$ cat config.mk
export PLATFORM = sky130hd
export DESIGN_NAME = maxpool_streamer
export DESIGN_NICKNAME = d
export VERILOG_FILES = /design/src/rtl/maxpool_streamer.sv
export SDC_FILE = /design/constraint.sdc
export NUM_CORES = 1
export LEC_CHECK = 0
export BUFFER_PORTS_ARGS = -buffer_cell sky130_fd_sc_hd__buf_2
export CORE_MARGIN = 2
export CORE_UTILIZATION = 48
export DETAILED_ROUTE_END_ITERATION = 12
export GPL_TIMING_DRIVEN = 1
export PLACE_DENSITY = 0.81
export SETUP_SLACK_MARGIN = 0.2
export SYNTH_ARGS = -nofsm -noshare
export SYNTH_HDL_FRONTEND = slang
export SYNTH_SLANG_ARGS = --single-unit
$ cat constraint.sdc
create_clock -name clk -period 10.2 [get_ports clk]
set_input_delay 0.51 -clock clk [delete_from_list [all_inputs] [get_ports clk]]
set_output_delay 0.51 -clock clk [all_outputs]
set_load 0.005 [all_outputs]
$ cat src/rtl/maxpool_streamer.sv
// Captures an N x N map of unsigned DW-bit values and streams (N/P)^2 pooled maxima,
// one P x P window at a time, over a valid/ready output.
module maxpool_streamer #(
  parameter int DW = 6,
  parameter int N  = 6,
  parameter int P  = 2
) (
  input  logic              clk,
  input  logic              rst,
  input  logic [N*N*DW-1:0] map_in,
  input  logic              map_valid,
  output logic              map_ready,
  output logic [DW-1:0]     out_data,
  output logic [3:0]        out_idx,
  output logic              out_valid,
  input  logic              out_ready,
  output logic              out_last,
  output logic              busy
);

  localparam int NW   = N / P;
  localparam int NWIN = NW * NW;
  localparam int WW   = (NW > 1) ? $clog2(NW) : 1;
  localparam int EW   = (P > 1) ? $clog2(P) : 1;
  localparam int RW   = (N > 1) ? $clog2(N) : 1;

  generate
    if (N % P != 0) begin : g_bad_geometry
      $error("maxpool_streamer: N must be a multiple of P");
    end
  endgenerate

  typedef enum logic [1:0] {IDLE, POOL, EMIT} state_t;

  state_t          state_q;
  logic [DW-1:0]   buf_q [N][N];
  logic [DW-1:0]   max_q;
  logic [WW-1:0]   wr_q, wc_q;
  logic [EW-1:0]   er_q, ec_q;
  logic [3:0]      win_q;
  logic [DW-1:0]   out_data_q;
  logic [3:0]      out_idx_q;
  logic            out_valid_q, out_last_q, map_ready_q, busy_q;

  logic [RW-1:0]   row, col;
  logic [DW-1:0]   elem, pooled_d;
  logic            first_elem, last_elem;

  function automatic logic [DW-1:0] max_u(input logic [DW-1:0] run, input logic [DW-1:0] cand);
    return (cand > run) ? cand : run;
  endfunction

  always_comb begin
    row        = RW'(P * 32'(wr_q) + 32'(er_q));
    col        = RW'(P * 32'(wc_q) + 32'(ec_q));
    elem       = buf_q[row][col];
    first_elem = (er_q == '0) && (ec_q == '0);
    last_elem  = (er_q == EW'(P - 1)) && (ec_q == EW'(P - 1));
    pooled_d   = first_elem ? elem : max_u(max_q, elem);
  end

  // Datapath: map buffer and running maximum carry no reset.
  always_ff @(posedge clk) begin
    if (state_q == IDLE && map_valid) begin
      for (int r = 0; r < N; r++) begin
        for (int c = 0; c < N; c++) begin
          buf_q[r][c] <= map_in[(r*N+c)*DW +: DW];
        end
      end
    end
    if (state_q == POOL) max_q <= pooled_d;
  end

  // Control FSM with registered outputs.
  always_ff @(posedge clk or posedge rst) begin
    if (rst) begin
      state_q     <= IDLE;
      wr_q        <= '0;
      wc_q        <= '0;
      er_q        <= '0;
      ec_q        <= '0;
      win_q       <= '0;
      out_data_q  <= '0;
      out_idx_q   <= '0;
      out_valid_q <= 1'b0;
      out_last_q  <= 1'b0;
      map_ready_q <= 1'b1;
      busy_q      <= 1'b0;
    end else begin
      case (state_q)
        IDLE: begin
          if (map_valid) begin
            state_q     <= POOL;
            wr_q        <= '0;
            wc_q        <= '0;
            er_q        <= '0;
            ec_q        <= '0;
            win_q       <= '0;
            map_ready_q <= 1'b0;
            busy_q      <= 1'b1;
          end
        end
        POOL: begin
          if (last_elem) begin
            er_q        <= '0;
            ec_q        <= '0;
            out_data_q  <= pooled_d;
            out_idx_q   <= win_q;
            out_last_q  <= (win_q == 4'(NWIN - 1));
            out_valid_q <= 1'b1;
            state_q     <= EMIT;
          end else if (ec_q == EW'(P - 1)) begin
            ec_q <= '0;
            er_q <= er_q + 1'b1;
          end else begin
            ec_q <= ec_q + 1'b1;
          end
        end
        EMIT: begin
          if (out_ready) begin
            out_valid_q <= 1'b0;
            if (out_last_q) begin
              state_q     <= IDLE;
              map_ready_q <= 1'b1;
              busy_q      <= 1'b0;
            end else begin
              win_q   <= win_q + 1'b1;
              state_q <= POOL;
              if (wc_q == WW'(NW - 1)) begin
                wc_q <= '0;
                wr_q <= wr_q + 1'b1;
              end else begin
                wc_q <= wc_q + 1'b1;
              end
            end
          end
        end
        default: state_q <= IDLE;
      endcase
    end
  end

  assign map_ready = map_ready_q;
  assign busy      = busy_q;
  assign out_data  = out_data_q;
  assign out_idx   = out_idx_q;
  assign out_valid = out_valid_q;
  assign out_last  = out_last_q;

endmodule

==> impl_metrics.py, run 1 <==
metrics = {
    "floorplan": {
        "die_area_um2": 21800,
        "die_h_um": 148,
        "io-pin-count": 234,
        "initial_core_util": 0.490,
        "rows": 52,
        "core-area_um2": 20200,
        "fp.dieW_um": 148,
    },
    "yosys": {
        "synth-seq-cells": 248,
        "synth_top_family_by_area": "multiplexers",
        "synth_most_common_cell": "edfxtp_1",
        "synth.net_count": 812,
        "synth_edf_count": 222,
        "postSynth.asyncResetShare": 0.105,
        "synth-xor-area-share": 0.00265,
        "synth-compound-area-share": 0.0555,
        "yosysTopAreaCell": "edfxtp_1",
        "synth_cells": 584,
        "synth_simple_gate_area_frac": 0.0502,
        "yosysSeqAreaShare": 0.737,
        "netlist.area_leader.share": 0.672,
        "yosys-top-cells-area": "edfxtp_1 (67%), mux2i_1 (7.4%), dfrtp_1 (6.3%)",
        "ys_warn_count": 0,
        "synthMuxAreaShare": 0.125,
        "syn_avg_cell_area_um2": 17.0,
        "synthAdderAreaFrac": 0.0101,
        "syn_area_um2": 9920,
        "synthFlopType": "edfxtp_1",
        "synthDistinctLibCells": 39,
        "ys_top_cells_by_count": "edfxtp_1 (222), mux2i_1 (73), nand2_1 (32)",
    },
    "finish": {
        "layout-drive-gt1-share": 0.363,
        "post-route-util": 0.601,
        "layout.nets": 1051,
        "syn_to_final_growth_pct": 22.5,
    },
    "global_route": {
        "grt_usage": 0.202,
        "grt_pass1_vias": 5996,
        "antenna_found_initial": 5,
        "grt_start_max_net_pins": 95,
        "overflow": 0,
        "grt_first_pass_wirelength_um": 32900,
    },
    "placement": {
        "dp_hpwl_um": 15900,
        "port_buffers": 233,
        "routabilityCongestion": 0.841,
    },
    "route": {
        "first_iter_violations": 453,
        "via_per_inst": 5.30,
        "routed_wl_um": 22200,
        "dr.pass1.iters": 5,
        "drc": 0,
        "post_drt_wl_per_cell_um": 19.9,
        "num_vias": 5915,
        "antenna_left": 0,
    },
    "setup_path": {
        "worstReg2RegEnd": "out_data[2]",
        "start_kind": "register",
        "critPathKind": "register to register",
        "cp-end-kind": "register",
        "cp_cell_sequence": "nor2b_1 > a22oi_1 > nand3_1 > nand4_1 > nor2_1 > inv_1 > ha_1 > nand3_1 > a21o_1 > a21oi_1 > mux2_2 > mux2_2",
        "critPathMaxStageDelay_ns": 0.97,
        "crit_fanout": 52,
        "required_ns": 10.60,
        "r2r_setup_slack_ns": 5.58,
        "critPathSlowestCell": "nor2b_1",
        "arrival_ns": 5.02,
        "r2r_cells": 12,
        "reg2reg_from": "er_q",
    },
    "clocking": {
        "clk_pin_slew_ns": 0.06,
        "cts_made_buffers": 26,
        "cts_resized": 0,
        "post-cts-setup-buffers": 0,
        "clock_latency_ns": 0.53,
        "hold_buffers": 0,
        "cts_tree": "yes",
        "cts_sinks": 248,
        "htree_levels": 1,
        "clockBufferDepth": 3,
        "clockRootBuffer": "clkbuf_16",
    },
    "sta": {
        "relSlewSlack": 0.239,
        "grt_setup_unrepaired": "no",
        "fin_crit_sh": 0.453,
        "worst_slew_pin_slew_ns": 1.14,
        "finalSetupTns_ns": 0,
        "maxSlewViolCount": 0,
        "report.final.hold_viol_count": 0,
        "setup_viol": 0,
        "layout_min_cycle_time_ns": 4.62,
        "worst_hold_slack_ns": 0.0453,
        "fin_skew_ns": 0.0131,
        "fmax_ghz": 0.217,
    },
    "job": {
        "cap_violations": 0,
    },
    "pwr": {
        "vdd_drop_max_v": 0.000180,
        "p_leak_uw": 0.00451,
        "power_density_nw_per_um2": 260,
    },
    "min_path": {
        "hold_path.class": "input port to asynchronous set/reset pin",
    },
    "run_status": {
        "status": "finished clean",
    },
}
flip-flops by register name (all words and copies together) (netlist names):
| signal | count |
|---|---|
| out_valid | 1 |
| wc_q | 2 |
| ec_q | 1 |
| busy | 1 |
| map_ready | 1 |
| out_data | 6 |
| buf_q | 216 |
| out_last | 1 |
| out_idx | 4 |
| er_q | 1 |
| wr_q | 2 |
| state_q | 2 |
| max_q | 6 |
| win_q | 4 |
layout make-up:
class | instances | area, um2
antenna | 5 | 12.5
clock buffer | 30 | 666
clock inverter | 15 | 136
fill | 1480 | 8080
inverter | 13 | 48.8
multi-input combinational | 295 | 2420
sequential | 248 | 7330
tap | 270 | 338
timing repair buffer | 239 | 1210
where the power goes:
group | leakage, uW | switching [uW] | internal [uW] | total (uW)
sequential | 0.00240 | 124 | 1400 | 1520
clock | 0.000384 | 370 | 516 | 886
combinational | 0.00173 | 443 | 315 | 758
metrics by stage:
step	area [um2]	instances	power [uW]	setup slack (ns)
final	12200	1115	3160	5.58
after global routing	12200	1114	3320	5.31
after CTS	12100	1110	3190	5.57
after detailed placement	11300	1065	2310	5.58
after global placement	11300	1065	2280	5.62
after floorplan	9930	584	2090	3.44
cells by family (layout without fill, tap and decap cells):
kind of cell,Yosys count,after routing
other,0,5
adder cells (fa/ha/maj),8,8
buffers and inverters,41,297
multiplexers,100,100
AND/OR/NAND/NOR,103,103
AO/OA/AOI/OAI,81,81
XOR/XNOR,3,3
flip-flops,248,248
worst max-delay path, delay by kind of cell (launching register included):
family	cells	cell delay, ns
compound gates	3	1.04
fa+ha+maj	1	0.30
buf+inv	1	0.08
flops	1	0.79
mux	2	0.69
simple gates	5	1.57
worst max-delay path by stage:
stage               startpoint           to  slack [ns]  depth (start not counted)
floorplan           state_q[0]         er_q        3.44                          5
global placement          er_q  out_data[2]        5.62                         12
detailed placement        er_q  out_data[2]        5.58                         12
CTS                       er_q  out_data[2]        5.57                         12
global route              er_q  out_data[3]        5.31                         12
finish                    er_q  out_data[2]        5.58                         12
cells in the final DEF (no fill, tap or decap), drive strengths merged, types with 8 or more instances in the layout:
master  count
nand4       9
ha          8
mux2        9
mux4       18
a22oi      24
nor2       22
inv        13
a21oi      15
clkbuf     30
o211ai     10
edfxtp    222
dfrtp      25
clkinv     11
o21ai      13
mux2i      73
nand3      10
nand2      32
nor2b       8
buf       239
routing by layer:
layer	track usage	routed length (um)	up-vias
li1	-	-	2780
met1	0.262	8940	2839
met2	0.345	11200	257
met3	0.0423	1590	39
met4	0.0630	477	0
met5	0	0	-
(Power assumes the default switching activity.)
==> run 2: changes to the inputs <==
clock period = 4.17 ns   (was 10.2 ns; I/O delays follow)
==> run 2 against run 1 <==
  * Clock power up 140%
  * Worst hold slack worse by 0.027 ns
  * Clock-buffer cell count unchanged
  * Global-route usage up 7.6 points
  * Total power rose to 2.6 times the previous value
  * Critical path depth up 2
  * Routed wire length up 37%
  * Fmax up 26%
  * Clock skew up 0.017 ns
  * Critical path type unchanged
  * Highest routed layer unchanged
==> impl_metrics.py, run 2 (same netlist as run 1, synthesis figures left out) <==
metrics = {
    "run_status": {
        "status": "finished clean",
    },
    "floorplan": {
        "rows": 52,
        "fp.dieW_um": 148,
        "core-area_um2": 20200,
        "initial_core_util": 0.490,
        "io-pin-count": 234,
        "die_h_um": 148,
        "die_area_um2": 21800,
    },
    "finish": {
        "layout.nets": 1275,
        "final_cell_mix": "buf_2 (233), edfxtp_1 (222), dlygate4sd3_1 (218), mux2i_1 (73), nand2_1 (31)",
        "layout_commonest_cell": "buf_2",
        "post-route-util": 0.711,
        "syn_to_final_growth_pct": 44.9,
        "fin_area_um2": 14400,
        "top_register": "buf_q",
        "n_antenna_cell": 0,
        "layout-drive-gt1-share": 0.295,
        "largest_register_ffs": 216,
    },
    "sta": {
        "relSlewSlack": 0.305,
        "maxSlewViolCount": 0,
        "fin_skew_ns": 0.0304,
        "setup_viol": 0,
        "layout_min_cycle_time_ns": 3.67,
        "report.final.hold_viol_count": 0,
        "grt_setup_unrepaired": "no",
        "worst_slew_pin_slew_ns": 1.04,
        "fmax_ghz": 0.272,
        "fin_crit_sh": 0.880,
    },
    "clocking": {
        "htree_levels": 1,
        "post-cts-setup-buffers": 0,
        "clockBufferDepth": 3,
        "clock_latency_ns": 0.55,
        "clk_pin_slew_ns": 0.07,
        "cts_made_buffers": 25,
        "cts_tree": "yes",
        "hold_buffers": 218,
        "cts_resized": 0,
        "clockRootBuffer": "clkbuf_16",
        "cts_sinks": 248,
    },
    "route": {
        "first_iter_violations": 816,
        "post_drt_wl_per_cell_um": 22.8,
        "num_vias": 7326,
        "via_per_inst": 5.49,
        "dr.pass1.iters": 5,
        "antenna_left": 0,
        "routed_wl_um": 30400,
        "drc": 0,
    },
    "placement": {
        "dp_hpwl_um": 15900,
        "routabilityCongestion": 0.860,
        "post_dp_cell_area_um2": 11400,
        "port_buffers": 233,
    },
    "setup_path": {
        "start_kind": "register",
        "crit_fanout": 23,
        "arrival_ns": 4.11,
        "required_ns": 4.61,
        "critPathKind": "register to register",
        "cp-end-kind": "register",
    },
    "global_route": {
        "grt_start_max_net_pins": 121,
        "overflow": 0,
        "grt_first_pass_wirelength_um": 45100,
        "antenna_found_initial": 0,
        "grt_usage": 0.278,
        "grt_pass1_vias": 7660,
    },
    "job": {
        "cap_violations": 0,
    },
    "pwr": {
        "p_leak_uw": 0.00546,
        "vdd_drop_max_v": 0.000433,
        "power_density_nw_per_um2": 563,
    },
    "min_path": {
        "hold_path.class": "input port to register",
    },
}
## run 2: cell types whose count changed in the layout (fill, tap and decap cells not counted), sizes merged
cell / delta
buf: +7
bufinv: -1
diode: -5
dlygate4sd3: +218
clkinvlp: -2
inv: +1
clkinv: +2
## run 2: layout make-up
type	count	area, um2
Clock inverter	15	108
Fill cell	1170	5850
Sequential cell	248	7330
Inverter	13	48.8
Multi-Input combinational cell	295	2420
Clock buffer	30	644
Tap cell	270	338
Timing Repair Buffer	464	3500
## run 2: per-stage QoR
step	instances	setup WS (ns)	hold slack (ns)	setup TNS (ns)	power (uW)
after floorplan	584	-0.0449	0.248	-9.73	5060
after global placement	1072	0.575	0.386	0	5650
after CTS	1335	0.521	0.00559	0	7950
after detailed placement	1072	0.536	0.387	0	5730
final	1335	0.499	0.0186	0	8100
after global routing	1335	0.260	0.0413	0	8430
## run 2: critical path, stage by stage, from the launching register on
cell	delay, ns
dfrtp_4	0.62
buf_12	0.25
and2_1	0.45
a22oi_1	0.18
nand3_1	0.13
nand4_1	0.15
nor2_1	0.19
inv_1	0.06
ha_1	0.29
nand3_1	0.10
a21o_1	0.16
a21oi_1	0.12
buf_4	0.20
mux2_2	0.35
mux2_2	0.26
## run 2: metal layers
metal  up-vias  wire length, um  track usage
met2       473            15400        0.483
met3        96             2600       0.0528
li1       3219                -            -
met4         0             1370        0.113
met1      3538            11100        0.344
met5         -                0            0
## run 2: final timing paths
| path | from | to | slack (ns) | depth (start not counted) |
|---|---|---|---|---|
| worst min-delay path | map_valid | busy | 0.02 | 3 |
| worst min register to register | out_idx[1] | out_idx[1] | 0.48 | 2 |
| worst max-delay path | er_q | out_data[3] | 0.50 | 14 |
| worst max register to register | er_q | out_data[3] | 0.50 | 14 |
| min in group asynchronous | rst | out_data[2] | 0.46 | 3 |
| max in group asynchronous | rst | wr_q[0] | 2.94 | 3 |
## run 2: power by group
group	switching (uW)	total (uW)	internal, uW
combinational	1280	2260	988
sequential	277	3690	3410
clock	977	2140	1170
==> run 3: changes to the inputs <==
CORE_MARGIN = default   (was 2)
CORE_UTILIZATION = 54   (was 48)
PLACE_DENSITY = 0.86   (was 0.81)
clock period = 3.5 ns   (was 4.17 ns; I/O delays follow)
==> run 3 against run 2 <==
  * The flow now stops in 4_1_cts
  * Area after synthesis is the same
  * Synthesized cell count is the same
==> impl_metrics.py, run 3 <==
metrics = {
    "floorplan": {
        "initial_core_util": 0.552,
        "io-pin-count": 234,
        "rows": 49,
        "die_h_um": 138,
        "fp.dieW_um": 138,
    },
    "yosys": {
        "synth-seq-cells": 248,
        "synth_cells": 584,
        "syn_avg_cell_area_um2": 17.0,
        "synthAdderAreaFrac": 0.0101,
        "yosysSeqAreaShare": 0.737,
        "synthFlopType": "edfxtp_1",
        "netlist.area_leader.share": 0.672,
        "synth_edf_count": 222,
        "syn_area_um2": 9920,
        "synth_simple_gate_area_frac": 0.0502,
        "synth.net_count": 812,
        "postSynth.asyncResetShare": 0.105,
        "ys_top_cells_by_count": "edfxtp_1 (222), mux2i_1 (73), nand2_1 (32)",
        "yosys-top-cells-area": "edfxtp_1 (67%), mux2i_1 (7.4%), dfrtp_1 (6.3%)",
        "ys_warn_count": 0,
        "synth-compound-area-share": 0.0555,
        "synthDistinctLibCells": 39,
        "yosysTopAreaCell": "edfxtp_1",
        "synth_top_family_by_area": "multiplexers",
        "synth_most_common_cell": "edfxtp_1",
        "synth-xor-area-share": 0.00265,
        "synthMuxAreaShare": 0.125,
    },
    "clocking": {
        "post-cts-setup-buffers": 3,
        "clockBufferDepth": 3,
        "hold_buffers": 219,
        "cts_made_buffers": 25,
        "cts_sinks": 248,
        "cts_resized": 5,
        "clockRootBuffer": "clkbuf_16",
        "htree_levels": 1,
    },
    "placement": {
        "place_inst": 1045,
        "dp_hpwl_um": 15900,
        "port_buffers": 233,
        "routabilityCongestion": 0.802,
        "post_dp_cell_area_um2": 11500,
    },
    "run_status": {
        "status": "did not finish",
        "lastStage": "4_1_cts",
        "first-error": "[ERROR RSZ-0060] Max buffer count reached.",
    },
}
-- run 3: cell counts after synthesis --
Identical to the previous run, type by type.
-- run 3: per-stage QoR --
step / hold slack [ns] / worst slack, ns / util
2_1_floorplan: 0.214 / -0.715 / -
3_5_place_dp: 0.353 / -0.0286 / 0.641
3_3_place_gp: 0.351 / 0.0271 / 0.641
-- run 3: cells by family after synthesis --
logic type / count (synthesis)
DFF: 248
and+or+nand+nor: 103
AOI/OAI and AO/OA: 81
adders and majority gates: 8
xor gates and xnor gates: 3
buffers and inverters: 41
muxes: 100
==> run 4: changes to the inputs <==
CORE_UTILIZATION = 40   (was 54)
PLACE_DENSITY = default   (was 0.86)
PLACE_DENSITY_LB_ADDON = 0.15   (was default)
SETUP_SLACK_MARGIN = default   (was 0.2)
==> run 4 against run 3 <==
  * The flow now finishes without violations
==> impl_metrics.py, run 4 (same netlist as run 1, synthesis figures left out) <==
metrics = {
    "placement": {
        "dp_hpwl_um": 17400,
        "dp_slack_ns": 0.0788,
        "routabilityCongestion": 0.773,
        "port_buffers": 233,
    },
    "route": {
        "antenna_left": 0,
        "first_iter_violations": 388,
        "routed_wl_um": 26700,
        "num_vias": 6875,
        "post_drt_wl_per_cell_um": 19.0,
        "via_per_inst": 4.88,
        "drc": 0,
        "dr.pass1.iters": 4,
    },
    "setup_path": {
        "r2r_cells": 12,
        "arrival_ns": 3.70,
        "critPathSlowestCell": "mux4_2",
        "cp-end-kind": "register",
        "required_ns": 3.92,
        "critPathKind": "register to register",
        "cp_cell_sequence": "buf_12 > mux4_2 > o211ai_1 > nand4_1 > nor2_1 > inv_1 > ha_1 > a21o_1 > a211oi_2 > a21oi_4 > mux2_2 > mux2_2",
        "crit_fanout": 21,
        "start_kind": "register",
        "crit_path_frequent_cell": "mux2_2",
        "critPathMaxStageDelay_ns": 0.53,
    },
    "pwr": {
        "p_leak_uw": 0.00560,
        "vdd_drop_max_v": 0.000419,
        "p_seq_frac": 0.439,
        "switchingPower_uw": 2920,
        "clockPowerShare": 0.272,
        "p_int_uw": 6910,
        "comb_power_share": 0.289,
        "swShare": 0.297,
        "power_density_nw_per_um2": 666,
    },
    "global_route": {
        "grt_use_met1": 0.267,
        "grt_usage": 0.212,
        "grt_pass1_vias": 7544,
        "overflow": 0,
        "grt_use_met2": 0.382,
        "busiest_layer": "met2",
        "grt_first_pass_wirelength_um": 41200,
        "use_met3": 0.0339,
        "grt_start_max_net_pins": 49,
        "antenna_found_initial": 0,
    },
    "sta": {
        "layout_min_cycle_time_ns": 3.28,
        "fin_crit_sh": 0.937,
        "maxSlewViolCount": 0,
        "worst_slew_pin_slew_ns": 1.09,
        "relSlewSlack": 0.273,
        "grt_setup_unrepaired": "no",
        "fin_ws_ns": 0.221,
        "setup_viol": 0,
        "fin_skew_ns": 0.0106,
        "report.final.hold_viol_count": 0,
        "fmax_ghz": 0.305,
        "finalSetupTns_ns": 0,
        "worst_hold_slack_ns": 0.347,
    },
    "floorplan": {
        "rows": 57,
        "die_h_um": 160,
        "fp.dieW_um": 160,
        "initial_core_util": 0.408,
        "io-pin-count": 234,
        "die_area_um2": 25400,
        "core-area_um2": 24300,
    },
    "clocking": {
        "cts_made_buffers": 27,
        "clockBufferDepth": 3,
        "clk_pin_slew_ns": 0.06,
        "clockRootBuffer": "clkbuf_16",
        "cts_tree": "yes",
        "cts_sinks": 248,
        "clock_latency_ns": 0.53,
        "post-cts-setup-buffers": 0,
        "htree_levels": 1,
    },
    "finish": {
        "top_register": "buf_q",
        "regArea_um2": 7330,
        "fillers": 1825,
        "multi_input_area_um2": 2450,
        "layout-drive-gt1-share": 0.313,
        "largest_register_ffs": 216,
        "syn_to_final_growth_pct": 48.6,
        "layout.nets": 1296,
        "layout_commonest_cell": "buf_2",
        "final_cell_mix": "buf_2 (233), edfxtp_1 (222), dlygate4sd3_1 (219), mux2i_1 (73), nand2_1 (31)",
        "n_antenna_cell": 0,
    },
    "min_path": {
        "hold_depth": 2,
        "hold_path.class": "input port to register",
    },
    "job": {
        "cap_violations": 0,
    },
    "run_status": {
        "status": "finished clean",
    },
}
## run 4: critical path, delay by kind of cell (launching register included)
| family | cells | cell delay [ns] |
|---|---|---|
| compound gates | 4 | 0.78 |
| mux | 3 | 1.08 |
| simple gates | 2 | 0.30 |
| fa+ha+maj | 1 | 0.29 |
| buf+inv | 2 | 0.26 |
| flops | 1 | 0.44 |
## run 4: timing repair
action / in CTS / in global routing
gates resized for setup: 0 / 5
hold buffers: 219 / 0
endpoints found under the setup margin: 0 / 10
hold endpoints to repair: 244 / 0
## run 4: worst paths after layout
check / start / end / slack (ns)
max: er_q / out_data[2] / 0.22
min: map_in[87] / buf_q[2][21] / 0.35
max reg2reg: er_q / out_data[2] / 0.22
min reg2reg: map_ready / map_ready / 0.48
max in group asynchronous: rst / wr_q[0] / 2.25
min in group asynchronous: rst / out_valid / 0.46
## run 4: metal layers
layer / up-vias / wire (um)
met3: 39 / 1250
met5: - / 0
met1: 3339 / 10900
met4: 0 / 555
met2: 241 / 14000
li1: 3256 / -
## run 4: final cells by class
| cell class | instances | share of cell area |
|---|---|---|
| multi-input cells | 295 | 0.166 |
| clock inverters | 16 | 0.00916 |
| well taps | 324 | 0.0275 |
| repair buffers | 483 | 0.251 |
| inverters | 13 | 0.00331 |
| flip-flops and latches | 248 | 0.497 |
| clock buffers | 30 | 0.0466 |
## run 4: power groups by stage
stage	clock network, uW	registers (uW)	logic, uW
after detailed placement	0	4360	2600
after global placement	0	4350	2520
final	2680	4310	2840
after global routing	2840	4370	3110
after floorplan	0	4310	1710
after CTS	2710	4310	2800
## run 4: through the flow
stage	total power, uW	std cells	area, um2	util
4_1_cts	9820	1409	14700	0.606
5_1_grt	10300	1409	14800	0.607
3_3_place_gp	6870	1144	11700	0.482
2_1_floorplan	6020	584	9940	-
6_report	9830	1409	14800	0.607
3_5_place_dp	6970	1144	11700	0.482
